--- src/rtl/cpu_pkg.sv ---
// Shared CPU definitions: interrupt sequencer state encoding, vector addresses, CCR layout.
// Latency: n/a (declarations only).
// Backpressure: n/a.
package cpu_pkg;

    // Default datapath and flag widths
    localparam int AW_DEF = 8;
    localparam int FW_DEF = 4;

    // Memory locations that hold the boot and interrupt vectors
    localparam logic [7:0] RST_VADDR_DEF = 8'h00;
    localparam logic [7:0] INT_VADDR_DEF = 8'h01;

    // CCR bit positions (Z,N,C,V from MSB down)
    localparam int FLAG_V = 0;
    localparam int FLAG_C = 1;
    localparam int FLAG_N = 2;
    localparam int FLAG_Z = 3;

    // Sequencer state encoding
    localparam logic [2:0] ST_BOOT_ENC   = 3'd0;
    localparam logic [2:0] ST_IDLE_ENC   = 3'd1;
    localparam logic [2:0] ST_FETCH_ENC  = 3'd2;
    localparam logic [2:0] ST_VWAIT_ENC  = 3'd3;
    localparam logic [2:0] ST_REDIR_ENC  = 3'd4;
    localparam logic [2:0] ST_RETURN_ENC = 3'd5;

    typedef enum logic [2:0] {
        ST_BOOT   = ST_BOOT_ENC,
        ST_IDLE   = ST_IDLE_ENC,
        ST_FETCH  = ST_FETCH_ENC,
        ST_VWAIT  = ST_VWAIT_ENC,
        ST_REDIR  = ST_REDIR_ENC,
        ST_RETURN = ST_RETURN_ENC
    } state_t;

    // Which event started the current vector fetch
    typedef enum logic {
        SRC_BOOT = 1'b0,
        SRC_INT  = 1'b1
    } src_t;

endpackage

--- src/rtl/int_edge_latch.sv ---
// Rising-edge detector on intr_in with a sticky pending flag.
// Latency: pending rises one cycle after the cycle intr_in first goes high.
// Backpressure: pending holds until clr; a new edge in the clr cycle keeps it set.
module int_edge_latch (
    input  logic clk,
    input  logic rst,
    input  logic intr_in,
    input  logic clr,
    output logic pending
);

    logic intr_prev;
    logic rise;

    assign rise = intr_in & ~intr_prev;

    // Track previous intr_in; set on an edge, clear on request, set wins over clear
    always_ff @(posedge clk) begin
        if (rst) begin
            intr_prev <= 1'b0;
            pending   <= 1'b0;
        end else begin
            intr_prev <= intr_in;
            pending   <= rise | (pending & ~clr);
        end
    end

endmodule

--- src/rtl/int_ctrl.sv ---
// Boot/interrupt sequencer: fetches a vector from memory and forces the PC mux for one cycle.
// Latency: boot REDIR 2 cycles after reset release; interrupt REDIR 4 cycles after intr_in rises.
// Backpressure: stall/branch_pend hold the request in IDLE; pending is never dropped.
module int_ctrl
    import cpu_pkg::*;
#(
    parameter int            AW        = AW_DEF,
    parameter int            FW        = FW_DEF,
    parameter logic [AW-1:0] RST_VADDR = AW'(RST_VADDR_DEF),
    parameter logic [AW-1:0] INT_VADDR = AW'(INT_VADDR_DEF)
) (
    input  logic          clk,
    input  logic          rst,
    input  logic          intr_in,
    input  logic          stall,
    input  logic          branch_pend,
    input  logic [AW-1:0] pc_next,
    input  logic [FW-1:0] flags_in,
    input  logic          rti,
    input  logic [AW-1:0] vec_rdata,
    output logic          vec_rd,
    output logic [AW-1:0] vec_raddr,
    output logic          pc_hold,
    output logic          int_sig,
    output logic [AW-1:0] int_vec,
    output logic          flush,
    output logic [AW-1:0] ret_pc,
    output logic [FW-1:0] flags_out,
    output logic          flags_rst,
    output logic          ie
);

    state_t state;
    state_t state_nxt;
    src_t   src;
    logic   in_isr;
    logic   pending;
    logic   take;
    logic   clr;

    int_edge_latch u_edge (
        .clk     (clk),
        .rst     (rst),
        .intr_in (intr_in),
        .clr     (clr),
        .pending (pending)
    );

    // State register; reset always restarts the boot sequence
    always_ff @(posedge clk) begin
        if (rst) begin
            state <= ST_BOOT;
        end else begin
            state <= state_nxt;
        end
    end

    // Next-state decode and per-state pulse outputs
    always_comb begin
        state_nxt = state;
        vec_rd    = 1'b0;
        vec_raddr = '0;
        pc_hold   = 1'b0;
        int_sig   = 1'b0;
        flush     = 1'b0;
        flags_rst = 1'b0;
        take      = 1'b0;
        clr       = 1'b0;
        case (state)
            ST_BOOT: begin
                vec_rd    = 1'b1;
                vec_raddr = RST_VADDR;
                pc_hold   = 1'b1;
                state_nxt = ST_VWAIT;
            end
            ST_IDLE: begin
                // An enabled request outranks RTI; both cannot coexist since ie=0 inside the ISR
                if (pending && ie && !stall && !branch_pend) begin
                    take      = 1'b1;
                    state_nxt = ST_FETCH;
                end else if (rti && in_isr) begin
                    state_nxt = ST_RETURN;
                end
            end
            ST_FETCH: begin
                vec_rd    = 1'b1;
                vec_raddr = INT_VADDR;
                pc_hold   = 1'b1;
                state_nxt = ST_VWAIT;
            end
            ST_VWAIT: begin
                pc_hold   = 1'b1;
                state_nxt = ST_REDIR;
            end
            ST_REDIR: begin
                int_sig   = 1'b1;
                flush     = 1'b1;
                clr       = (src == SRC_INT);
                state_nxt = ST_IDLE;
            end
            ST_RETURN: begin
                flags_rst = 1'b1;
                state_nxt = ST_IDLE;
            end
            default: begin
                state_nxt = ST_BOOT;
            end
        endcase
    end

    // Save registers, vector capture and the enable / in-service bits
    always_ff @(posedge clk) begin
        if (rst) begin
            src       <= SRC_BOOT;
            ie        <= 1'b0;
            in_isr    <= 1'b0;
            int_vec   <= '0;
            ret_pc    <= '0;
            flags_out <= '0;
        end else begin
            case (state)
                ST_BOOT: begin
                    src <= SRC_BOOT;
                end
                ST_IDLE: begin
                    if (take) begin
                        ret_pc    <= pc_next;
                        flags_out <= flags_in;
                        src       <= SRC_INT;
                    end
                end
                ST_VWAIT: begin
                    int_vec <= vec_rdata;
                end
                ST_REDIR: begin
                    if (src == SRC_BOOT) begin
                        ie <= 1'b1;
                    end else begin
                        ie     <= 1'b0;
                        in_isr <= 1'b1;
                    end
                end
                ST_RETURN: begin
                    ie     <= 1'b1;
                    in_isr <= 1'b0;
                end
                default: begin
                end
            endcase
        end
    end

endmodule
--- config.mk ---
export PLATFORM = sky130hd
export DESIGN_NAME = int_ctrl
export DESIGN_NICKNAME = d
export VERILOG_FILES = /design/src/rtl/cpu_pkg.sv /design/src/rtl/int_edge_latch.sv /design/src/rtl/int_ctrl.sv
export SDC_FILE = /design/constraint.sdc
export NUM_CORES = 1
export LEC_CHECK = 0
export ABC_AREA = 0
export BUFFER_PORTS_ARGS = -buffer_cell sky130_fd_sc_hd__buf_4
export CORE_AREA = 3 3 41 71
export CTS_BUF_LIST = sky130_fd_sc_hd__clkbuf_4 sky130_fd_sc_hd__clkbuf_8
export DETAILED_ROUTE_END_ITERATION = 10
export DIE_AREA = 0 0 44 74
export GPL_ROUTABILITY_DRIVEN = 1
export PLACE_DENSITY = 0.81
export SLEW_MARGIN = 15
export SYNTH_ARGS = -nofsm -noshare
export SYNTH_HDL_FRONTEND = slang
export SYNTH_SLANG_ARGS = --single-unit
--- constraint.sdc ---
create_clock -name clk -period 3.1 [get_ports clk]
set_input_delay 0.62 -clock clk [delete_from_list [all_inputs] [get_ports clk]]
set_output_delay 0.62 -clock clk [all_outputs]
set_load 0.01 [all_outputs]
==> metrics.txt, run 1 <==
final setup violation count 0; share of flip-flops with an asynchronous set or reset 0%; status complete, no violations; Tot Pwr 0.000680 W; initial antenna violation count 0; CTS resizes 0; Post-synth top cells 28 x dfxtp_1, 24 x nand2_1, 20 x mux2i_1, 10 x nor2_1, 9 x buf_4; VDD IR max 0.242 mV; Via density 4.93; Die Width 44 µm; syn avg cell area 9.45 µm²; Reg power frac 55.7%; leakage power 0.761 nW; Max Cap Violations 0; CTS tree done; Net Sw Power 0.000153 W; Max Slew Vio Count 0; Hold Path Class reg -> reg; share of cells above drive strength 1 36.0%; Cell Count, Final, Fillers Out 198; final critical-path share of the clock period 63.9%; required time worst endpoint 2.48 ns; vias in the first global route 996; Synth area leader dfxtp_1; Power Dens Cells 430 mW/mm²; grt total ovfl 0; PortBufs 52; count leader, synth dfxtp_1; Die ar. 0.00326 mm²; cell count after placement 194; Max clock buf depth 2; Mapped Area 0.00118 mm²; Row Count 24; internal power 0.000527 W; Yosys Warn Count 0; final count of hold timing violations 0; initial DRC count 13; count of different cell masters after synthesis 26; vias 976; I/O pin total 60; top cell type's share of synthesized area 47.5%; Worst Setup Start Kind flop; DRT Wirelength 2520 µm; worst skew pair latency 0.27 ns; Initial DRT Pass Iterations 4; Sink Count 28; Worst setup EP type primary output; Die Span Y 74 µm; RSZ-0062 raised after global routing no; synthesized instance count 125; ranking of synthesized cells by area dfxtp_1 47%, mux2i_1 17%, nand2_1 7.6%, buf_4 5.7%, nor2_1 3.2%; core region area 0.00246 mm²; Clock Pin Slew Worst Setup and Hold Paths 0.09 ns; nets 199; number of synthesized flops with an enable pin 0; DR WL/cell 12.7 µm; Area growth, synth to finish 33.9%; ANT nets after route 0; GPL Wtd Cong 0.741; dominant synthesized flop cell dfxtp_1; CTS Root Cell clkbuf_8; # Post-CTS Setup Buffers 0; hold_buf cts 0; Seq cells post-synth 28; global-route wire length before repair 4220 µm; Max FO, Critical Path 12; crit path DAT 1.36 ns; # DRC 0; Worst slew margin 37.5%; Ant. Diodes 0; Slew @ Worst Pin 0.931 ns; DP HPWL 2010 µm; Final TNS setup 0 ns; Worst Skew 0.00534 ns; H-tree depth 1; Clock power frac 32.1%; GRT Total Usage 17.0%; Logic pwr share 12.2%; largest net degree at the start of global routing 26; achievable frequency 0.505 GHz; sequential share of the synthesized area 47.5%; Switching Fraction 22.5%; total CTS buffers 3; Starting Density 48.0%; CP Class reg -> out; fin crit period 1.98 ns
## area by class of cell
| type | count | area, µm² |
|---|---|---|
| fillers | 210 | 881 |
| flip-flops and latches | 28 | 561 |
| multi-input cells | 84 | 528 |
| repair buffers | 52 | 390 |
| clock buffers | 4 | 55.1 |
| well taps | 26 | 32.5 |
| inverters | 4 | 15.0 |
## metal layers
layer | vias to the layer above | routed length (µm) | share of wire [%] | global-route usage (%)
met1 | 428 | 914 | 36 | 16.3
met4 | 0 | 43 | 1.7 | 7.05
li1 | 492 | - | - | -
met5 | - | 0 | 0 | 0
met3 | 5 | 203 | 8.1 | 3.39
met2 | 51 | 1360 | 54 | 33.3
## logic make-up (layout without fill, tap and decap cells)
kind of cell	count (synthesis)	after routing	share of synthesized area, %
mux	20	20	16.9
flops	28	28	47.5
simple gates	48	48	20.9
other cells	1	7	0.317
buf+inv	19	60	9.74
compound gates	9	9	4.66
## power groups by stage
stage               clock network [W]  logic [W]  registers, W
finish                       0.000218  0.0000832      0.000379
global placement                    0  0.0000823      0.000387
detailed placement                  0  0.0000841      0.000387
global route                 0.000238  0.0000925      0.000380
CTS                          0.000228  0.0000843      0.000379
floorplan                           0  0.0000496      0.000385
## worst paths after layout
kind / end / slack [ns] / start / cells past startpoint
worst min register to register: ret_pc[6] / 0.47 / ret_pc[6] / 2
worst min-delay path: ret_pc[6] / 0.47 / ret_pc[6] / 2
worst max register to register: ret_pc[4] / 1.18 / state[2] / 3
worst max-delay path: vec_raddr[0] / 1.12 / state[2] / 4
## cells in the final DEF (no fill, tap or decap), drive strengths merged
master	netlist	layout
buf	12	52
dfxtp	28	28
nand2	24	24
mux2i	20	20
nor2	11	11
conb	1	7
a21oi	5	5
clkbuf	3	4
inv	4	4
nor3	3	3
nand3b	2	2
nand2b	2	2
nor4	2	2
nor3b	1	1
nand4bb	1	1
o21a	1	1
o21ai	1	1
and4bb	1	1
o221a	1	1
nor2b	1	1
a31oi	1	1
## state kept, by name, indices dropped and copies added (netlist names)
signal,cells
ret_pc,8
int_vec,8
state,3
flags_out,4
src,1
in_isr,1
ie,1
u_edge.pending,1
u_edge.intr_prev,1
## per-stage QoR
step	cell area, µm²	setup slack, ns	hold WS, ns	util, %
after floorplan	1200	1.32	0.454	-
after global placement	1530	0.985	0.445	62.0
after detailed placement	1530	0.880	0.451	62.0
after CTS	1580	1.10	0.466	64.2
after global routing	1580	0.988	0.505	64.2
final	1580	1.12	0.465	64.2
## critical path, stage by stage, from the launching register on
cell and delay, ns:
dfxtp_1 0.45, nor2_2 0.29, inv_1 0.12, nor2_1 0.11
buf_4 0.13
Note: power is estimated with default switching activity, not from simulation.
==> inputs of run 2 (changes only) <==
--- a/config.mk
+++ b/config.mk
@@ -7,12 +7,12 @@
 export LEC_CHECK = 0
 export ABC_AREA = 0
 export BUFFER_PORTS_ARGS = -buffer_cell sky130_fd_sc_hd__buf_4
-export CORE_AREA = 3 3 41 71
+export CORE_AREA = 3 3 43 74
 export CTS_BUF_LIST = sky130_fd_sc_hd__clkbuf_4 sky130_fd_sc_hd__clkbuf_8
 export DETAILED_ROUTE_END_ITERATION = 10
-export DIE_AREA = 0 0 44 74
+export DIE_AREA = 0 0 46 77
 export GPL_ROUTABILITY_DRIVEN = 1
-export PLACE_DENSITY = 0.81
+export PLACE_DENSITY = 0.75
 export SLEW_MARGIN = 15
 export SYNTH_ARGS = -nofsm -noshare
 export SYNTH_HDL_FRONTEND = slang
==> constraint.sdc (replaced) <==
create_clock -name clk -period 1.92 [get_ports clk]
set_input_delay 0.384 -clock clk [delete_from_list [all_inputs] [get_ports clk]]
set_output_delay 0.384 -clock clk [all_outputs]
set_load 0.01 [all_outputs]
==> metrics.txt, run 2 (synthesis gave the netlist of run 1 again) <==
CTS tree done; final setup violation count 0; Starting Density 43.9%; GPL Wtd Cong 0.717; Worst slew margin 65.8%; Worst Setup Start Kind flop; PortBufs 52; sum of buffers and inverters on the critical path 1; GRT Total Usage 14.9%; RSZ-0062 raised after global routing no; required time worst endpoint 1.54 ns; achievable frequency 0.567 GHz; vias in the first global route 992; Tot Pwr 0.00104 W; worst skew pair latency 0.26 ns; Ant. Diodes 0; hold_buf cts 0; Final TNS setup 0 ns; Slew @ Worst Pin 0.511 ns; I/O pin total 60; status complete, no violations; Die Width 46 µm; Worst setup EP type primary output; Cell Count, Final, Fillers Out 199; top flop regs int_vec: 8 flops, ret_pc: 8 flops, flags_out: 4 flops; CTS resizes 0; CP delay by family, top flip-flops; global-route wire length before repair 4100 µm; post-route cell area 0.00158 mm²; initial antenna violation count 0; Max FO, Critical Path 12; grt total ovfl 0; core region area 0.00269 mm²; dpl cell area 0.00154 mm²; Worst Skew 0.00175 ns; total CTS buffers 3; DR WL/cell 12.7 µm; crit path DAT 1.38 ns; leakage power 0.760 nW; CP max stage delay 0.59 ns; Row Count 25; most frequent cells in the layout 53 x buf_4, 28 x dfxtp_1, 24 x nand2_1; CP cell instances nor3b_1 > buf_4; cell count after placement 196; fin crit period 1.76 ns; initial DRC count 10; Hold Path Class in -> reg; H-tree depth 1; ANT nets after route 0; # Post-CTS Setup Buffers 0; final critical-path share of the clock period 91.8%; Max Cap Violations 0; Max Slew Vio Count 0; # DRC 0; share of cells above drive strength 1 36.0%; Power Dens Cells 663 mW/mm²; DRT Wirelength 2530 µm; final count of hold timing violations 0; DP HPWL 2060 µm; largest net degree at the start of global routing 26; nets 200; Clock Pin Slew Worst Setup and Hold Paths 0.08 ns; CTS Root Cell clkbuf_8; Die ar. 0.00354 mm²; Sink Count 28; CP max stage cell dfxtp_1; vias 987; CP Class reg -> out; VDD IR max 0.383 mV; Area growth, synth to finish 33.5%; Max clock buf depth 2; Initial DRT Pass Iterations 4; Via density 4.96; Die Span Y 77 µm; commonest non-fill, non-tap cell in the layout buf_4
==> run 2: changes by cell type in the layout (fill, tap and decap cells not counted) <==
cell and delta:
buf_4 +1, clkbuf_8 -1
==> run 2: area by class of cell <==
class                   count  area (µm²)
clock buffers               3        41.3
fillers                   253        1110
inverters                   4        15.0
multi-input cells          84         528
flip-flops and latches     28         561
well taps                  27        33.8
repair buffers             53         398
==> run 2: stage by stage <==
step / utilization (%) / hold WS, ns / setup slack, ns
final: 58.6 / 0.348 / 0.158
after global routing: 58.6 / 0.352 / 0.0715
after CTS: 58.6 / 0.348 / 0.143
after detailed placement: 57.1 / 0.451 / 0.350
after global placement: 57.1 / 0.446 / 0.417
after floorplan: - / 0.453 / 0.378
==> run 2: power by group <==
part	leakage, nW	switching, W	internal (W)
registers	0.227	0.0000163	0.000595
logic	0.511	0.0000622	0.0000727
clock network	0.0216	0.000158	0.000140
==> run 2: worst register-to-register path, cell delays in order, from the launching register on <==
cell	delay (ns)
dfxtp_1	0.59
nor2_2	0.15
nor4_4	0.22
buf_4	0.26
mux2i_1	0.22
==> run 2: per-layer routing <==
layer | global-route usage [%] | share of wire, % | vias to the layer above
li1 | - | - | 491
met5 | 0 | 0 | -
met4 | 5.13 | 0.32 | 0
met3 | 3.29 | 8.8 | 2
met2 | 26.9 | 55 | 46
met1 | 15.7 | 36 | 448
==> run 2: path summary, 6_finish.rpt <==
kind / to / cells past startpoint / start / slack [ns]
worst max-delay path: flush / 2 / state[2] / 0.16
worst max register to register: flags_out[2] / 4 / state[2] / 0.41
worst min-delay path: u_edge.intr_prev / 2 / intr_in / 0.35
worst min register to register: flags_out[3] / 2 / flags_out[3] / 0.47
==> inputs of run 3 (changes only) <==
--- a/config.mk
+++ b/config.mk
@@ -5,14 +5,16 @@
 export SDC_FILE = /design/constraint.sdc
 export NUM_CORES = 1
 export LEC_CHECK = 0
-export ABC_AREA = 0
+export ABC_AREA = 1
 export BUFFER_PORTS_ARGS = -buffer_cell sky130_fd_sc_hd__buf_4
-export CORE_AREA = 3 3 43 74
+export CELL_PAD_IN_SITES_DETAIL_PLACEMENT = 0
+export CELL_PAD_IN_SITES_GLOBAL_PLACEMENT = 1
+export CORE_AREA = 3 3 52 89
 export CTS_BUF_LIST = sky130_fd_sc_hd__clkbuf_4 sky130_fd_sc_hd__clkbuf_8
 export DETAILED_ROUTE_END_ITERATION = 10
-export DIE_AREA = 0 0 46 77
+export DIE_AREA = 0 0 55 92
 export GPL_ROUTABILITY_DRIVEN = 1
-export PLACE_DENSITY = 0.75
+export PLACE_DENSITY = 0.76
 export SLEW_MARGIN = 15
 export SYNTH_ARGS = -nofsm -noshare
 export SYNTH_HDL_FRONTEND = slang
==> metrics.txt, run 3 <==
Reg-to-Reg End state[2]; Max clock buf depth 2; Reg2Reg Launch Point state[0]; reg-to-reg slack, setup 0.48 ns; status complete, no violations; fin crit period 1.68 ns; Min-Delay Path Depth 2; PortBufs 52; Seq cells post-synth 28; GPL Wtd Cong 0.777; initial antenna violation count 0; met3 global-route usage 1.95%; final setup violation count 0; Initial DRT Pass Iterations 3; DRT Wirelength 2720 µm; Worst Setup Start Kind flop; Row Count 30; ranking of synthesized cells by area dfxtp_1 46%, nor2_1 15%, nand2_1 7.4%, buf_4 6.8%, nand3_1 6.6%; Area growth, synth to finish 38.7%; share of cells above drive strength 1 28.8%; count leader, synth nor2_1; final worst slack 0.242 ns; routing usage on met2 20.1%; CP Class reg -> out; share of flip-flops with an asynchronous set or reset 0%; ANT nets after route 0; Worst Skew 0.0105 ns; Max Slew Vio Count 0; VDD IR max 0.529 mV; I/O pin total 60; Post-synth top cells 48 x nor2_1, 28 x dfxtp_1, 24 x nand2_1, 21 x inv_1, 16 x nand3_1; final count of hold timing violations 0; internal power 0.00103 W; leakage power 0.859 nW; crit path DAT 1.29 ns; commonest non-fill, non-tap cell in the layout buf_4; grt total ovfl 0; Reg2Reg Depth 6; Ant. Diodes 0; Slew @ Worst Pin 0.517 ns; Via density 4.17; dominant synthesized flop cell dfxtp_1; synthesized instance count 175; vias in the first global route 1051; achievable frequency 0.596 GHz; Die Width 55 µm; RSZ-0062 raised after global routing no; hold path startpoint rst; top cell type's share of synthesized area 46.0%; syn avg cell area 6.96 µm²; met1 Track Usage GR 13.5%; initial DRC count 20; Tot Pwr 0.00140 W; worst skew pair latency 0.27 ns; Yosys Warn Count 0; number of synthesized flops with an enable pin 0; sequential share of the synthesized area 46.0%; Clock power frac 32.8%; largest net degree at the start of global routing 17; most frequent cells in the layout 55 x buf_4, 48 x nor2_1, 28 x dfxtp_1; total CTS buffers 3; top flop regs int_vec: 8 flops, ret_pc: 8 flops, flags_out: 4 flops; Die Span Y 92 µm; Net Sw Power 0.000368 W; post-route cell area 0.00169 mm²; hold_buf cts 0; required time worst endpoint 1.54 ns; Starting Density 30.6%; dpl cell area 0.00162 mm²; Reg power frac 46.5%; Final TNS setup 0 ns; Hold Path Class in -> reg; Mapped Area 0.00122 mm²; Max Cap Violations 0; final critical-path share of the clock period 87.4%; DR WL/cell 9.93 µm; Die ar. 0.00506 mm²; Sink Count 28; nets 253; Clock Pin Slew Worst Setup and Hold Paths 0.10 ns; count of different cell masters after synthesis 16; # DRC 0; GR peak layer met2; Hold Path End src; # Post-CTS Setup Buffers 0; Cell Count, Final, Fillers Out 274; Max FO, Critical Path 5; Power Dens Cells 827 mW/mm²; cell count after placement 270; Worst setup EP type primary output; H-tree depth 1; dpl ws 0.489 ns; Synth area leader dfxtp_1; Logic pwr share 20.7%; GRT Total Usage 11.5%; CTS Root Cell clkbuf_8; DP HPWL 2150 µm; core region area 0.00398 mm²; vias 1142; Worst slew margin 65.5%; global-route wire length before repair 4450 µm; Switching Fraction 26.3%; CTS resizes 0; CTS tree done
[run 3: per-stage QoR]
| stage | utilization, % | hold slack [ns] |
|---|---|---|
| after floorplan | - | 0.399 |
| after detailed placement | 40.7 | 0.407 |
| final | 42.5 | 0.297 |
| after global placement | 40.7 | 0.402 |
| after global routing | 42.5 | 0.281 |
| after CTS | 42.5 | 0.289 |
[run 3: cell type report]
class | instances | area (µm²)
Multi-Input combinational cell | 116 | 499
Clock inverter | 1 | 30.0
Sequential cell | 28 | 561
Timing Repair Buffer | 55 | 413
Clock buffer | 3 | 41.3
Tap cell | 48 | 60.1
Inverter | 23 | 86.3
Fill cell | 468 | 2290
[run 3: cells by family after synthesis]
kind of cell	count (synthesis)	share of synthesized area, %
simple gates	94	32.6
buf+inv	37	14.9
flops	28	46.0
compound gates	15	6.16
other cells	1	0.308
[run 3: layer usage]
metal  wire length (µm)  share of wire (%)  vias up
met4                 19               0.70        0
met3                189                6.9        2
met2               1350                 50       40
met5                  0                  0        -
li1                   -                  -      619
met1               1160                 43      481
[run 3: worst max-delay path by stage]
stage                         from   endpoint  slack [ns]  cells past startpoint
after floorplan           state[0]    int_sig        0.49                      3
after global placement    state[0]   state[2]        0.49                      6
after detailed placement  state[0]   state[2]        0.49                      6
after CTS                 state[2]  flags_rst        0.21                      5
after global routing      state[2]  flags_rst        0.11                      5
final                     state[2]  flags_rst        0.24                      5
[run 3: critical path, cell delays in order (launching register included)]
cell	delay, ns
dfxtp_1	0.43
inv_2	0.09
nor2_1	0.21
nand2_1	0.12
inv_1	0.07
buf_4	0.11
[run 3: power by group through the flow]
| stage | combinational (W) | clock, W | sequential, W |
|---|---|---|---|
| floorplan | 0.000180 | 0 | 0.000663 |
| global placement | 0.000296 | 0 | 0.000663 |
| detailed placement | 0.000296 | 0 | 0.000663 |
| CTS | 0.000297 | 0.000480 | 0.000650 |
| global route | 0.000331 | 0.000505 | 0.000657 |
| finish | 0.000290 | 0.000459 | 0.000650 |
